<file path="config.mk">
export PLATFORM = sky130hd
export DESIGN_NAME = pga_spi_writer
export DESIGN_NICKNAME = d
export VERILOG_FILES = /design/src/rtl/pga_spi_writer.sv
export SDC_FILE = /design/constraint.sdc
export NUM_CORES = 1
export LEC_CHECK = 0
export BUFFER_PORTS_ARGS = -buffer_cell sky130_fd_sc_hd__buf_4
export CORE_MARGIN = 5
export CORE_UTILIZATION = 58
export CTS_CLUSTER_DIAMETER = 80
export CTS_CLUSTER_SIZE = 10
export DETAILED_ROUTE_END_ITERATION = 7
export GPL_ROUTABILITY_DRIVEN = 0
export PLACE_DENSITY = 0.83
export RECOVER_POWER = 50
export SYNTH_ARGS = -nofsm -noshare
export SYNTH_HDL_FRONTEND = slang
export SYNTH_SLANG_ARGS = --single-unit
</file>
<file path="constraint.sdc">
create_clock -name clk -period 3.38 [get_ports clk]
set_clock_uncertainty 0.1 [all_clocks]
set_input_delay 0.676 -clock clk [delete_from_list [all_inputs] [get_ports clk]]
set_output_delay 0.676 -clock clk [all_outputs]
set_load 0.005 [all_outputs]
</file>
<file path="src/rtl/pga_spi_writer.sv">
// SPI mode-0 writer that loads an 8-bit gain code into a PGA register, one 16-bit frame per request.
// Optional macro PGA_READBACK_EN appends a read frame and flags a mismatch on readback_err_o.
module pga_spi_writer #(
    parameter int         CLK_DIV  = 4,
    parameter logic [6:0] REG_ADDR = 7'h02
) (
    input  logic       clk,
    input  logic       rst_n,
    input  logic [7:0] pga_code_i,
    input  logic       set_pga_i,
    output logic       pga_ready_o,
    output logic       spi_cs_n_o,
    output logic       spi_sclk_o,
    output logic       spi_mosi_o,
    input  logic       spi_miso_i,
    output logic       readback_err_o
);

`ifdef PGA_READBACK_EN
    typedef enum logic [2:0] {IDLE, CS_SETUP, SHIFT, CS_HOLD, CS_GAP, RB_SETUP, RB_SHIFT, RB_HOLD} state_t;
`else
    typedef enum logic [2:0] {IDLE, CS_SETUP, SHIFT, CS_HOLD, CS_GAP} state_t;
`endif

    localparam logic [7:0] DIV_LAST = 8'(CLK_DIV - 1);

    state_t      state_r;
    logic [7:0]  div_r;
    logic [4:0]  bit_r;
    logic [14:0] shreg_r;
    logic [7:0]  code_r;
    logic        ready_r;
    logic        cs_n_r;
    logic        sclk_r;
    logic        mosi_r;
    logic        div_done_s;
`ifdef PGA_READBACK_EN
    logic [7:0]  rb_r;
    logic        err_r;
    logic        rb_phase_r;
`endif

    assign div_done_s = (div_r == DIV_LAST);

    // Frame sequencer: every phase is a whole number of CLK_DIV periods; bit 15 is driven straight onto MOSI.
    always_ff @(posedge clk or negedge rst_n) begin
        if (!rst_n) begin
            state_r <= IDLE;
            div_r   <= 8'd0;
            bit_r   <= 5'd0;
            shreg_r <= 15'h0000;
            code_r  <= 8'h00;
            ready_r <= 1'b1;
            cs_n_r  <= 1'b1;
            sclk_r  <= 1'b0;
            mosi_r  <= 1'b0;
`ifdef PGA_READBACK_EN
            rb_r       <= 8'h00;
            err_r      <= 1'b0;
            rb_phase_r <= 1'b0;
`endif
        end else begin
            case (state_r)
                IDLE: begin
                    if (set_pga_i) begin
                        code_r  <= pga_code_i;
                        shreg_r <= {REG_ADDR, pga_code_i};
                        mosi_r  <= 1'b0;
                        cs_n_r  <= 1'b0;
                        ready_r <= 1'b0;
                        div_r   <= 8'd0;
                        state_r <= CS_SETUP;
                    end else begin
                        ready_r <= 1'b1;
                    end
                end
`ifdef PGA_READBACK_EN
                CS_SETUP, RB_SETUP: begin
`else
                CS_SETUP: begin
`endif
                    if (div_done_s) begin
                        div_r <= 8'd0;
                        bit_r <= 5'd0;
`ifdef PGA_READBACK_EN
                        state_r <= (state_r == RB_SETUP) ? RB_SHIFT : SHIFT;
`else
                        state_r <= SHIFT;
`endif
                    end else begin
                        div_r <= div_r + 8'd1;
                    end
                end
`ifdef PGA_READBACK_EN
                SHIFT, RB_SHIFT: begin
`else
                SHIFT: begin
`endif
                    if (!div_done_s) begin
                        div_r <= div_r + 8'd1;
                    end else if (!sclk_r) begin
                        div_r  <= 8'd0;
                        sclk_r <= 1'b1;
`ifdef PGA_READBACK_EN
                        // Data byte occupies bit slots 8..15 of the read frame.
                        if (state_r == RB_SHIFT && bit_r[3]) begin
                            rb_r <= {rb_r[6:0], spi_miso_i};
                        end
`endif
                    end else if (bit_r == 5'd15) begin
                        div_r  <= 8'd0;
                        sclk_r <= 1'b0;
                        mosi_r <= 1'b0;
`ifdef PGA_READBACK_EN
                        state_r <= (state_r == RB_SHIFT) ? RB_HOLD : CS_HOLD;
`else
                        state_r <= CS_HOLD;
`endif
                    end else begin
                        div_r   <= 8'd0;
                        sclk_r  <= 1'b0;
                        bit_r   <= bit_r + 5'd1;
                        mosi_r  <= shreg_r[14];
                        shreg_r <= {shreg_r[13:0], 1'b0};
                    end
                end
`ifdef PGA_READBACK_EN
                CS_HOLD, RB_HOLD: begin
`else
                CS_HOLD: begin
`endif
                    if (div_done_s) begin
                        div_r   <= 8'd0;
                        cs_n_r  <= 1'b1;
                        mosi_r  <= 1'b0;
                        state_r <= CS_GAP;
`ifdef PGA_READBACK_EN
                        if (state_r == RB_HOLD) begin
                            err_r <= err_r | (rb_r != code_r);
                        end
`endif
                    end else begin
                        div_r <= div_r + 8'd1;
                    end
                end
                CS_GAP: begin
                    if (div_done_s) begin
                        div_r <= 8'd0;
`ifdef PGA_READBACK_EN
                        if (!rb_phase_r) begin
                            rb_phase_r <= 1'b1;
                            shreg_r    <= {REG_ADDR, 8'h00};
                            mosi_r     <= 1'b1;
                            cs_n_r     <= 1'b0;
                            rb_r       <= 8'h00;
                            state_r    <= RB_SETUP;
                        end else begin
                            rb_phase_r <= 1'b0;
                            ready_r    <= 1'b1;
                            state_r    <= IDLE;
                        end
`else
                        ready_r <= 1'b1;
                        state_r <= IDLE;
`endif
                    end else begin
                        div_r <= div_r + 8'd1;
                    end
                end
                default: begin
                    state_r <= IDLE;
                    ready_r <= 1'b1;
                    cs_n_r  <= 1'b1;
                    sclk_r  <= 1'b0;
                    mosi_r  <= 1'b0;
                end
            endcase
        end
    end

    assign pga_ready_o = ready_r;
    assign spi_cs_n_o  = cs_n_r;
    assign spi_sclk_o  = sclk_r;
    assign spi_mosi_o  = mosi_r;

`ifdef PGA_READBACK_EN
    assign readback_err_o = err_r;
`else
    logic unused_s;
    assign unused_s       = spi_miso_i ^ (^code_r);
    assign readback_err_o = 1'b0;
`endif

endmodule

</file>
==> impl_metrics.env, run 1 <==
export IMPL_status="finished, violations left"
export IMPL_violations="capacitance limit, slew limit"
export IMPL_arrival_ns=3.01
export IMPL_syn_area_per_cell_um2=10.21
export IMPL_min_period_ns=2.885
export IMPL_nets=218
export IMPL_setup_slack_ns=0.4951
export IMPL_critPathKind="reg -> reg"
export IMPL_synth_seq_area_share_pct=45.76
export IMPL_endpoint="shreg_r[9]$_DFFE_PN0P_"
export IMPL_ys_types=44
export IMPL_grt_setup_unrepaired="no"
export IMPL_slowest_stage="a211oi_4"
export IMPL_finalMaxSlewViolations=36
export IMPL_synth_compound_gate_area_share_pct=11.60
export IMPL_wl_per_cell_um=14.87
export IMPL_remaining_drc_errors=0
export IMPL_antenna_found_initial=0
export IMPL_layout_drive_gt1_share_pct=22.55
export IMPL_end_kind="flop"
export IMPL_period_share_pct=85.35
export IMPL_die_height_um=67.53
export IMPL_viasPerCell=5.810
export IMPL_postSynthCellCount=188
export IMPL_fill_cells=245
export IMPL_synth_fa_ha_area_share_pct=1.956
export IMPL_synth_area_leaders="dfrtp_1, mux2_2, mux2i_1"
export IMPL_synth_nets=203
export IMPL_htree_num_levels=2
export IMPL_io_pins=17
export IMPL_drt_first_iter_violations=156
export IMPL_wl_um=3687
export IMPL_post_cts_hold_buffer_count=0
export IMPL_path_cells="ha_1, nor4b_4, clkbuf_1, nand4_2, a211oi_4, buf_4, mux2_4"
export IMPL_synth_top_area_share_pct=43.02
export IMPL_final_util_pct=67.98
export IMPL_post_cts_resized=0
export IMPL_vias=1441
export IMPL_max_cap_viol_count=1
export IMPL_numCtsBuffers=5
export IMPL_dp_slack_ns=0.5395
export IMPL_syn_area_um2=1919
export IMPL_finalSetupViolCount=0
export IMPL_synthFlopType="dfrtp_1"
export IMPL_synth_top_family_by_area="simple AND/OR/NAND/NOR gates"
export IMPL_final_common_cell="dfrtp_1"
export IMPL_critPathMaxStageDelay_ns=0.50
export IMPL_cts_tree="done"
export IMPL_grt_start_max_net_pins=36
export IMPL_hold_path_class="reg -> reg"
export IMPL_placed_cell_area_um2=2044
export IMPL_tns_ns=0
export IMPL_area_growth_pct=9.909
export IMPL_clock_sinks=35
export IMPL_powerDensity_nw_per_um2=331.0
export IMPL_yosys_area_share_simple_pct=18.84
export IMPL_dp_hpwl_um=2556
export IMPL_finalHoldViolations=0
export IMPL_place_inst=240
export IMPL_stdcell_area_um2=2110
export IMPL_clockRootBuffer="clkbuf_4"
export IMPL_irDropWorstVdd_mv=0.2917
export IMPL_clock_path_buffers=2
export IMPL_worstPathMaxFanout=9
export IMPL_post_cts_buffers=0
export IMPL_clock_fmax_ghz=0.3466
export IMPL_tightest_slew_ns=1.775
export IMPL_synth_edf_count=0
export IMPL_postRouteAntennaNets=0
export IMPL_maxSlewHeadroom_pct=-18.33
export IMPL_ys_warn_count=0
export IMPL_r2r_slack_ns=0.50
export IMPL_leakage_nw=1.011
export IMPL_r2r_cells=7
export IMPL_clk_latency_ns=0.34
export IMPL_core_rowCount=20
export IMPL_synth_seq_cells=35
export IMPL_dr_pass1_iters=4
export IMPL_stdcell_count=248
export IMPL_required_ns=3.51
export IMPL_portBuffers=14
export IMPL_fp_coreArea_um2=3103
export IMPL_rr_startpoint="div_r[0]$_DFFE_PN0P_"
export IMPL_synth_largest_area_cell="dfrtp_1"
export IMPL_async_reset_ff_share_pct=100.0
export IMPL_overflow=0
export IMPL_die_x_um=67.53
export IMPL_layout_common_cells="dfrtp_1, nor2_1, nand2_1"
export IMPL_rr_endpoint="shreg_r[9]$_DFFE_PN0P_"
export IMPL_clk_pin_slew_worst_paths_ns=0.11
export IMPL_grt_pass1_wl_um=6651
export IMPL_worstSetupStartpointType="flop"
export IMPL_die_area_um2=4560
export IMPL_synthMuxAreaShare_pct=13.04
export IMPL_groute_usage_overall_pct=19.61
export IMPL_grt_pass1_vias=1444
export IMPL_synth_xor_area_share_pct=3.651
export IMPL_start_util_pct=61.85
export IMPL_crit_start="div_r[0]$_DFFE_PN0P_"
export IMPL_antenna_cells=0
==> cell type report <==
type                       count  area (um^2)  share of cell area [%]
multi-input combinational    133        945.9                   44.84
sequential                    35        878.3                   41.64
timing repair buffer          16        112.6                   5.338
clock buffer                   7        65.06                   3.084
tap                           44        55.05                   2.610
inverter                      12        45.04                   2.135
clock inverter                 1        7.507                  0.3559
==> worst max-delay path: cells and delay by family (launching register included) <==
kind / cells / cell delay [ns]
simple gates: 2 / 0.42
buf+inv: 2 / 0.66
mux: 1 / 0.31
fa+ha+maj: 1 / 0.28
compound gates: 1 / 0.50
flops: 1 / 0.49
==> worst min-delay path by stage <==
| stage | from | to | slack [ns] | cells past startpoint |
|---|---|---|---|---|
| 2_1_floorplan | rst_n | bit_r[0]$_DFFE_PN0P_ | 0.28 | 0 |
| 6_report | bit_r[4]$_DFFE_PN0P_ | bit_r[4]$_DFFE_PN0P_ | 0.41 | 1 |
| 5_1_grt | shreg_r[5]$_DFFE_PN0P_ | shreg_r[5]$_DFFE_PN0P_ | 0.44 | 1 |
| 3_3_place_gp | bit_r[4]$_DFFE_PN0P_ | bit_r[4]$_DFFE_PN0P_ | 0.38 | 1 |
| 3_5_place_dp | bit_r[4]$_DFFE_PN0P_ | bit_r[4]$_DFFE_PN0P_ | 0.39 | 1 |
| 4_1_cts | rst_n | shreg_r[1]$_DFFE_PN0P_ | 0.17 | 1 |
==> stage by stage <==
| step | hold WS [ns] | total power [mW] |
|---|---|---|
| CTS | 0.1660 | 0.7075 |
| detailed placement | 0.3899 | 0.4456 |
| global route | 0.4371 | 0.7301 |
| finish | 0.4112 | 0.6983 |
| floorplan | 0.2804 | 0.4287 |
| global placement | 0.3783 | 0.4452 |
==> synthesized netlist by cell type, types with 2 or more instances <==
cell type / number
dfrtp_1: 33
nor2_1: 16
nand2_1: 15
inv_1: 12
mux2_2: 12
a21oi_1: 10
nand3_1: 9
o21ai_0: 9
mux2i_1: 7
xnor2_1: 7
clkbuf_1: 6
nand2b_1: 4
ha_1: 3
mux2_4: 3
nand4_1: 3
nor4_1: 3
a221oi_1: 2
a22oi_1: 2
dfstp_2: 2
nor3_1: 2
nor4b_1: 2
o2bb2ai_1: 2
o32ai_1: 2
or2_2: 2
==> where the power goes <==
part / switching [mW] / leakage [nW] / internal, mW / total [mW]
Clock: 0.140 / 0.0375 / 0.122 / 0.262
Combinational: 0.0106 / 0.533 / 0.00715 / 0.0177
Sequential: 0 / 0.441 / 0.419 / 0.419
==> registers in the layout, indices dropped and copies added (netlist names) <==
register	cells
shreg_r	15
div_r	8
bit_r	5
state_r	3
pga_ready_o	1
spi_cs_n_o	1
spi_mosi_o	1
spi_sclk_o	1
==> cells by family (layout without fill, tap and decap cells) <==
logic type | count (synthesis) | in the layout
buffers and inverters | 20 | 36
adders and majority gates | 3 | 3
and+or+nand+nor | 66 | 66
DFF | 35 | 35
muxes | 22 | 22
xor gates and xnor gates | 8 | 8
AOI/OAI and AO/OA | 33 | 33
other | 1 | 1
==> routing by layer <==
| layer | GRT usage [%] | up-vias | wire length (um) |
|---|---|---|---|
| met5 | 0 | - | 0 |
| met4 | 8.608 | 0 | 36 |
| met3 | 5.491 | 3 | 173 |
| met2 | 29.89 | 44 | 1790 |
| met1 | 25.90 | 706 | 1687 |
| li1 | - | 688 | - |
Power figures use the tool's default switching activity.
==> run 2, diff against run 1 <==
--- a/config.mk
+++ b/config.mk
@@ -5,14 +5,15 @@
 export SDC_FILE = /design/constraint.sdc
 export NUM_CORES = 1
 export LEC_CHECK = 0
+export ABC_AREA = 1
 export BUFFER_PORTS_ARGS = -buffer_cell sky130_fd_sc_hd__buf_4
 export CORE_MARGIN = 5
-export CORE_UTILIZATION = 58
+export CORE_UTILIZATION = 59
 export CTS_CLUSTER_DIAMETER = 80
 export CTS_CLUSTER_SIZE = 10
 export DETAILED_ROUTE_END_ITERATION = 7
 export GPL_ROUTABILITY_DRIVEN = 0
-export PLACE_DENSITY = 0.83
+export PLACE_DENSITY = 0.84
 export RECOVER_POWER = 50
 export SYNTH_ARGS = -nofsm -noshare
 export SYNTH_HDL_FRONTEND = slang
==> impl_metrics.env, run 2 <==
export IMPL_die_height_um=68.45
export IMPL_worstSetupStartpointType="input pin"
export IMPL_clk_pin_slew_worst_paths_ns=0.11
export IMPL_wl_per_cell_um=11.44
export IMPL_postSynthCellCount=271
export IMPL_antenna_found_initial=0
export IMPL_finalHoldViolations=0
export IMPL_synth_fa_ha_area_share_pct=1.862
export IMPL_synth_edf_count=0
export IMPL_max_cap_viol_count=1
export IMPL_portBuffers=14
export IMPL_synth_area_leaders="dfrtp_1, nand2_1, nand4_1"
export IMPL_htree_num_levels=2
export IMPL_synth_nets=286
export IMPL_max_flop_register="shreg_r"
export IMPL_path_buf_inv=1
export IMPL_yosys_area_share_simple_pct=39.54
export IMPL_ys_warn_count=0
export IMPL_setup_slack_ns=1.414
export IMPL_synth_seq_cells=35
export IMPL_hold_path_class="reg -> reg"
export IMPL_viasPerCell=5.039
export IMPL_synth_top_family_by_area="simple AND/OR/NAND/NOR gates"
export IMPL_arrival_ns=1.98
export IMPL_area_growth_pct=10.30
export IMPL_status="finished, violations left"
export IMPL_synth_compound_gate_area_share_pct=4.718
export IMPL_overflow=0
export IMPL_maxSlewHeadroom_pct=-22.46
export IMPL_die_area_um2=4685
export IMPL_dp_slack_ns=1.457
export IMPL_required_ns=3.40
export IMPL_grt_setup_unrepaired="no"
export IMPL_layout_common_cells="nand2_1, dfrtp_1, nor2_1"
export IMPL_largest_register_ff_count=15
export IMPL_core_rowCount=21
export IMPL_tns_ns=0
export IMPL_io_pins=17
export IMPL_die_x_um=68.45
export IMPL_powerDensity_nw_per_um2=905.9
export IMPL_drt_first_iter_violations=144
export IMPL_async_reset_ff_share_pct=100.0
export IMPL_synthMuxAreaShare_pct=0
export IMPL_path_cells="clkbuf_1"
export IMPL_synth_xor_area_share_pct=1.738
export IMPL_clock_path_buffers=2
export IMPL_synth_seq_area_share_pct=43.58
export IMPL_reg_top3="shreg_r (15), div_r (8), bit_r (5)"
export IMPL_antenna_cells=0
export IMPL_post_cts_buffers=0
export IMPL_remaining_drc_errors=0
export IMPL_crit_family="buffers and inverters"
export IMPL_grt_pass1_wl_um=6858
export IMPL_vias=1673
export IMPL_slowest_stage="clkbuf_1"
export IMPL_grt_start_max_net_pins=36
export IMPL_yosysMostFrequentCell="nand2_1"
export IMPL_ys_types=31
export IMPL_dr_pass1_iters=4
export IMPL_nets=300
export IMPL_wl_um=3799
export IMPL_critPathMaxStageDelay_ns=1.30
export IMPL_clk_latency_ns=0.35
export IMPL_holdWs_ns=0.3690
export IMPL_period_share_pct=58.17
export IMPL_leakage_nw=1.178
export IMPL_clock_fmax_ghz=0.5086
export IMPL_finalSetupViolCount=0
export IMPL_start_util_pct=60.88
export IMPL_cts_tree="done"
export IMPL_postRouteAntennaNets=0
export IMPL_post_cts_hold_buffer_count=0
export IMPL_groute_usage_overall_pct=19.72
export IMPL_layout_drive_gt1_share_pct=14.69
export IMPL_synth_top_area_share_pct=40.97
export IMPL_irDropWorstVdd_mv=0.3885
export IMPL_grt_pass1_vias=1575
export IMPL_min_period_ns=1.966
export IMPL_final_common_cell="nand2_1"
export IMPL_clockRootBuffer="clkbuf_4"
export IMPL_syn_area_per_cell_um2=7.438
export IMPL_end_kind="async pin"
export IMPL_fp_coreArea_um2=3311
export IMPL_numCtsBuffers=5
export IMPL_synthTopCellsByCount="nand2_1, dfrtp_1, nor2_1"
export IMPL_worstPathMaxFanout=35
export IMPL_synth_largest_area_cell="dfrtp_1"
export IMPL_synthFlopType="dfrtp_1"
export IMPL_syn_area_um2=2016
export IMPL_critPathKind="in -> async"
export IMPL_final_util_pct=67.16
export IMPL_post_cts_resized=0
export IMPL_violations="capacitance limit, slew limit"
export IMPL_tightest_slew_ns=1.837
export IMPL_finalMaxSlewViolations=36
export IMPL_dp_hpwl_um=2557
export IMPL_clock_sinks=35
==> run 2: changes by cell type after synthesis, sizes merged, moves of 7 or more <==
cell   previous run  this run
nand2            15       108
nand3             9        16
a21oi            10         1
mux2             15         0
inv              12        30
nand4             4        17
mux2i             7         0
xnor2             7         0
nor2             16        30
==> run 2: cell families after synthesis <==
| group | after synthesis |
|---|---|
| xor+xnor | 4 |
| fa+ha+maj | 3 |
| compound gates | 14 |
| other cells | 1 |
| simple gates | 176 |
| flops | 35 |
| buf+inv | 38 |
==> run 2: final timing paths <==
path,from,slack (ns),end,cells after the start
setup / recovery,rst_n,1.41,bit_r[1]$_DFFE_PN0P_,1
hold / removal,spi_cs_n_o$_DFFE_PN1P_,0.37,spi_cs_n_o$_DFFE_PN1P_,2
setup reg to reg,bit_r[0]$_DFFE_PN0P_,1.46,shreg_r[13]$_DFFE_PN0P_,10
hold reg to reg,spi_cs_n_o$_DFFE_PN1P_,0.37,spi_cs_n_o$_DFFE_PN1P_,2
max in group clk,bit_r[0]$_DFFE_PN0P_,1.46,shreg_r[13]$_DFFE_PN0P_,10
min in group asynchronous,rst_n,0.71,spi_mosi_o$_DFFE_PN0P_,1
==> run 2: layout make-up <==
cell class              count  area [um^2]
flip-flops and latches     35        878.3
clock inverters             2        60.06
multi-input cells         198        962.2
repair buffers             14        101.3
fillers                   303         1087
clock buffers               6        41.29
inverters                  31        122.6
well taps                  46        57.56
==> run 2: metal layers <==
metal,track usage [%],vias to the layer above,wire length [um]
li1,-,882,-
met2,29.92,28,1755
met1,26.21,757,1816
met3,3.941,6,170
met5,0,-,0
met4,10.67,0,57
==> run 2: where the power goes <==
group          internal (mW)  switching, mW  total [mW]
Clock                  0.231          0.146       0.377
Sequential             0.572          0.111       0.683
Combinational          0.305          0.648       0.954
Total                   1.11          0.906        2.01
==> run 2: through the flow <==
step | std cells | area, um^2 | power (mW)
2_1_floorplan | 271 | 2016 | 1.472
3_3_place_gp | 324 | 2132 | 1.625
5_1_grt | 332 | 2223 | 2.216
3_5_place_dp | 324 | 2132 | 1.655
6_report | 332 | 2223 | 2.014
4_1_cts | 332 | 2233 | 2.036
==> run 3, diff against run 2 <==
--- a/config.mk
+++ b/config.mk
@@ -8,12 +8,12 @@
 export ABC_AREA = 1
 export BUFFER_PORTS_ARGS = -buffer_cell sky130_fd_sc_hd__buf_4
 export CORE_MARGIN = 5
-export CORE_UTILIZATION = 59
+export CORE_UTILIZATION = 53
 export CTS_CLUSTER_DIAMETER = 80
 export CTS_CLUSTER_SIZE = 10
 export DETAILED_ROUTE_END_ITERATION = 7
 export GPL_ROUTABILITY_DRIVEN = 0
-export PLACE_DENSITY = 0.84
+export PLACE_DENSITY = 0.8
 export RECOVER_POWER = 50
 export SYNTH_ARGS = -nofsm -noshare
 export SYNTH_HDL_FRONTEND = slang
==> constraint.sdc (replaced) <==
create_clock -name clk -period 1.8 [get_ports clk]
set_clock_uncertainty 0.1 [all_clocks]
set_input_delay 0.36 -clock clk [delete_from_list [all_inputs] [get_ports clk]]
set_output_delay 0.36 -clock clk [all_outputs]
set_load 0.005 [all_outputs]
==> impl_metrics.env, run 3 (synthesized netlist as in run 2, its figures left out) <==
export IMPL_status="finished clean"
export IMPL_multi_input_area_um2=991.0
export IMPL_p_total_mw=3.905
export IMPL_numCtsBuffers=5
export IMPL_clock_fmax_ghz=0.5647
export IMPL_crit_family="flip-flops"
export IMPL_cp_common_cell="ha_2"
export IMPL_tightest_slew_ns=0.8640
export IMPL_postRouteAntennaNets=0
export IMPL_vias=1791
export IMPL_path_buf_inv=3
export IMPL_hold_path_class="in -> reg"
export IMPL_cts_tree="done"
export IMPL_portBuffers=14
export IMPL_final_common_cell="nand2_1"
export IMPL_groute_usage_overall_pct=17.46
export IMPL_wl_um=4071
export IMPL_grt_start_max_net_pins=36
export IMPL_reg_top3="shreg_r (15), div_r (8), bit_r (5)"
export IMPL_min_period_ns=1.771
export IMPL_slowest_stage="dfrtp_1"
export IMPL_clk_latency_ns=0.29
export IMPL_drt_first_iter_violations=192
export IMPL_clock_path_buffers=2
export IMPL_finalMaxSlewViolations=0
export IMPL_layout_common_cells="nand2_1, dfrtp_1, nor2_1"
export IMPL_max_cap_viol_count=0
export IMPL_die_area_um2=5137
export IMPL_worstPathMaxFanout=5
export IMPL_core_rowCount=22
export IMPL_die_x_um=71.67
export IMPL_period_share_pct=98.38
export IMPL_arrival_ns=1.85
export IMPL_place_inst=333
export IMPL_antenna_cells=0
export IMPL_end_kind="flop"
export IMPL_path_cells="ha_2, nand2_2, nor2_2, ha_2, inv_2, a21oi_4, inv_4, buf_4, nand4_1, nand2_1"
export IMPL_area_growth_pct=16.82
export IMPL_clock_sinks=35
export IMPL_io_pins=17
export IMPL_grt_pass1_wl_um=7148
export IMPL_r2r_slack_ns=0.03
export IMPL_critPathKind="reg -> reg"
export IMPL_die_height_um=71.67
export IMPL_stdcell_count=346
export IMPL_required_ns=1.88
export IMPL_dr_pass1_iters=5
export IMPL_worstSetupStartpointType="flop"
export IMPL_finalHoldViolations=0
export IMPL_clk_pin_slew_worst_paths_ns=0.07
export IMPL_fp_coreArea_um2=3661
export IMPL_powerDensity_nw_per_um2=1658
export IMPL_grt_setup_unrepaired="yes"
export IMPL_ff_latch_area_um2=878.3
export IMPL_largest_register_ff_count=15
export IMPL_maxSlewHeadroom_pct=42.40
export IMPL_critPathMaxStageDelay_ns=0.38
export IMPL_clockRootBuffer="clkbuf_8"
export IMPL_htree_num_levels=2
export IMPL_setup_slack_ns=0.02912
export IMPL_finalSetupViolCount=0
export IMPL_start_util_pct=55.06
export IMPL_dp_slack_ns=0.03892
export IMPL_remaining_drc_errors=0
export IMPL_layout_drive_gt1_share_pct=21.81
export IMPL_max_flop_register="shreg_r"
export IMPL_overflow=0
export IMPL_nets=312
export IMPL_fill_cells=315
export IMPL_irDropWorstVdd_mv=0.7119
export IMPL_antenna_found_initial=0
export IMPL_leakage_nw=1.236
export IMPL_wl_per_cell_um=11.77
export IMPL_viasPerCell=5.176
export IMPL_dp_hpwl_um=2768
export IMPL_grt_pass1_vias=1641
-- run 3: final cells by class --
type,count,area share (%)
multi-input cells,198,42.08
flip-flops and latches,35,37.30
repair buffers,26,8.608
inverters,31,5.207
clock buffers,8,4.251
well taps,48,2.550
-- run 3: worst paths after layout --
path                                   startpoint                       to  cells past startpoint
min                                     set_pga_i  pga_ready_o$_DFFE_PN1P_                      2
max                          bit_r[1]$_DFFE_PN0P_  shreg_r[10]$_DFFE_PN0P_                     10
min in group asynchronous                   rst_n     div_r[4]$_DFFE_PN0P_                      2
max in group asynchronous                   rst_n   shreg_r[2]$_DFFE_PN0P_                      2
min reg2reg                spi_cs_n_o$_DFFE_PN1P_   spi_cs_n_o$_DFFE_PN1P_                      2
max reg2reg                  bit_r[1]$_DFFE_PN0P_  shreg_r[10]$_DFFE_PN0P_                     10
-- run 3: power breakdown --
| group | switching, mW | internal (mW) | total, mW | leakage (nW) |
|---|---|---|---|---|
| registers | 0.211 | 1.08 | 1.29 | 0.457 |
| clock network | 0.281 | 0.349 | 0.630 | 0.0515 |
| logic | 1.28 | 0.712 | 1.99 | 0.727 |
| total | 1.77 | 2.14 | 3.91 | 1.24 |
-- run 3: through the flow --
step	setup TNS (ns)	instance area, um^2	utilization, %	hold WS, ns
6_report	0	2355	64.32	0.1469
5_1_grt	-0.6438	2355	64.32	0.1325
4_1_cts	0	2297	62.75	0.1321
3_5_place_dp	0	2187	59.74	0.2387
3_3_place_gp	0	2187	59.74	0.2379
2_1_floorplan	0	2016	-	-0.03559
-- run 3: what timing repair did --
item | CTS | global route
endpoints found under the setup margin | 0 | 19
gates resized for setup | 0 | 12
hold buffers | 1 | 0
setup buffers | 0 | 4
endpoints found under the hold margin | 33 | 0
-- run 3: routing by layer --
metal | share of wire (%) | track usage [%]
met4 | 2.1 | 8.142
met3 | 4.1 | 4.208
met1 | 46 | 22.61
met5 | 0 | 0
met2 | 48 | 27.45
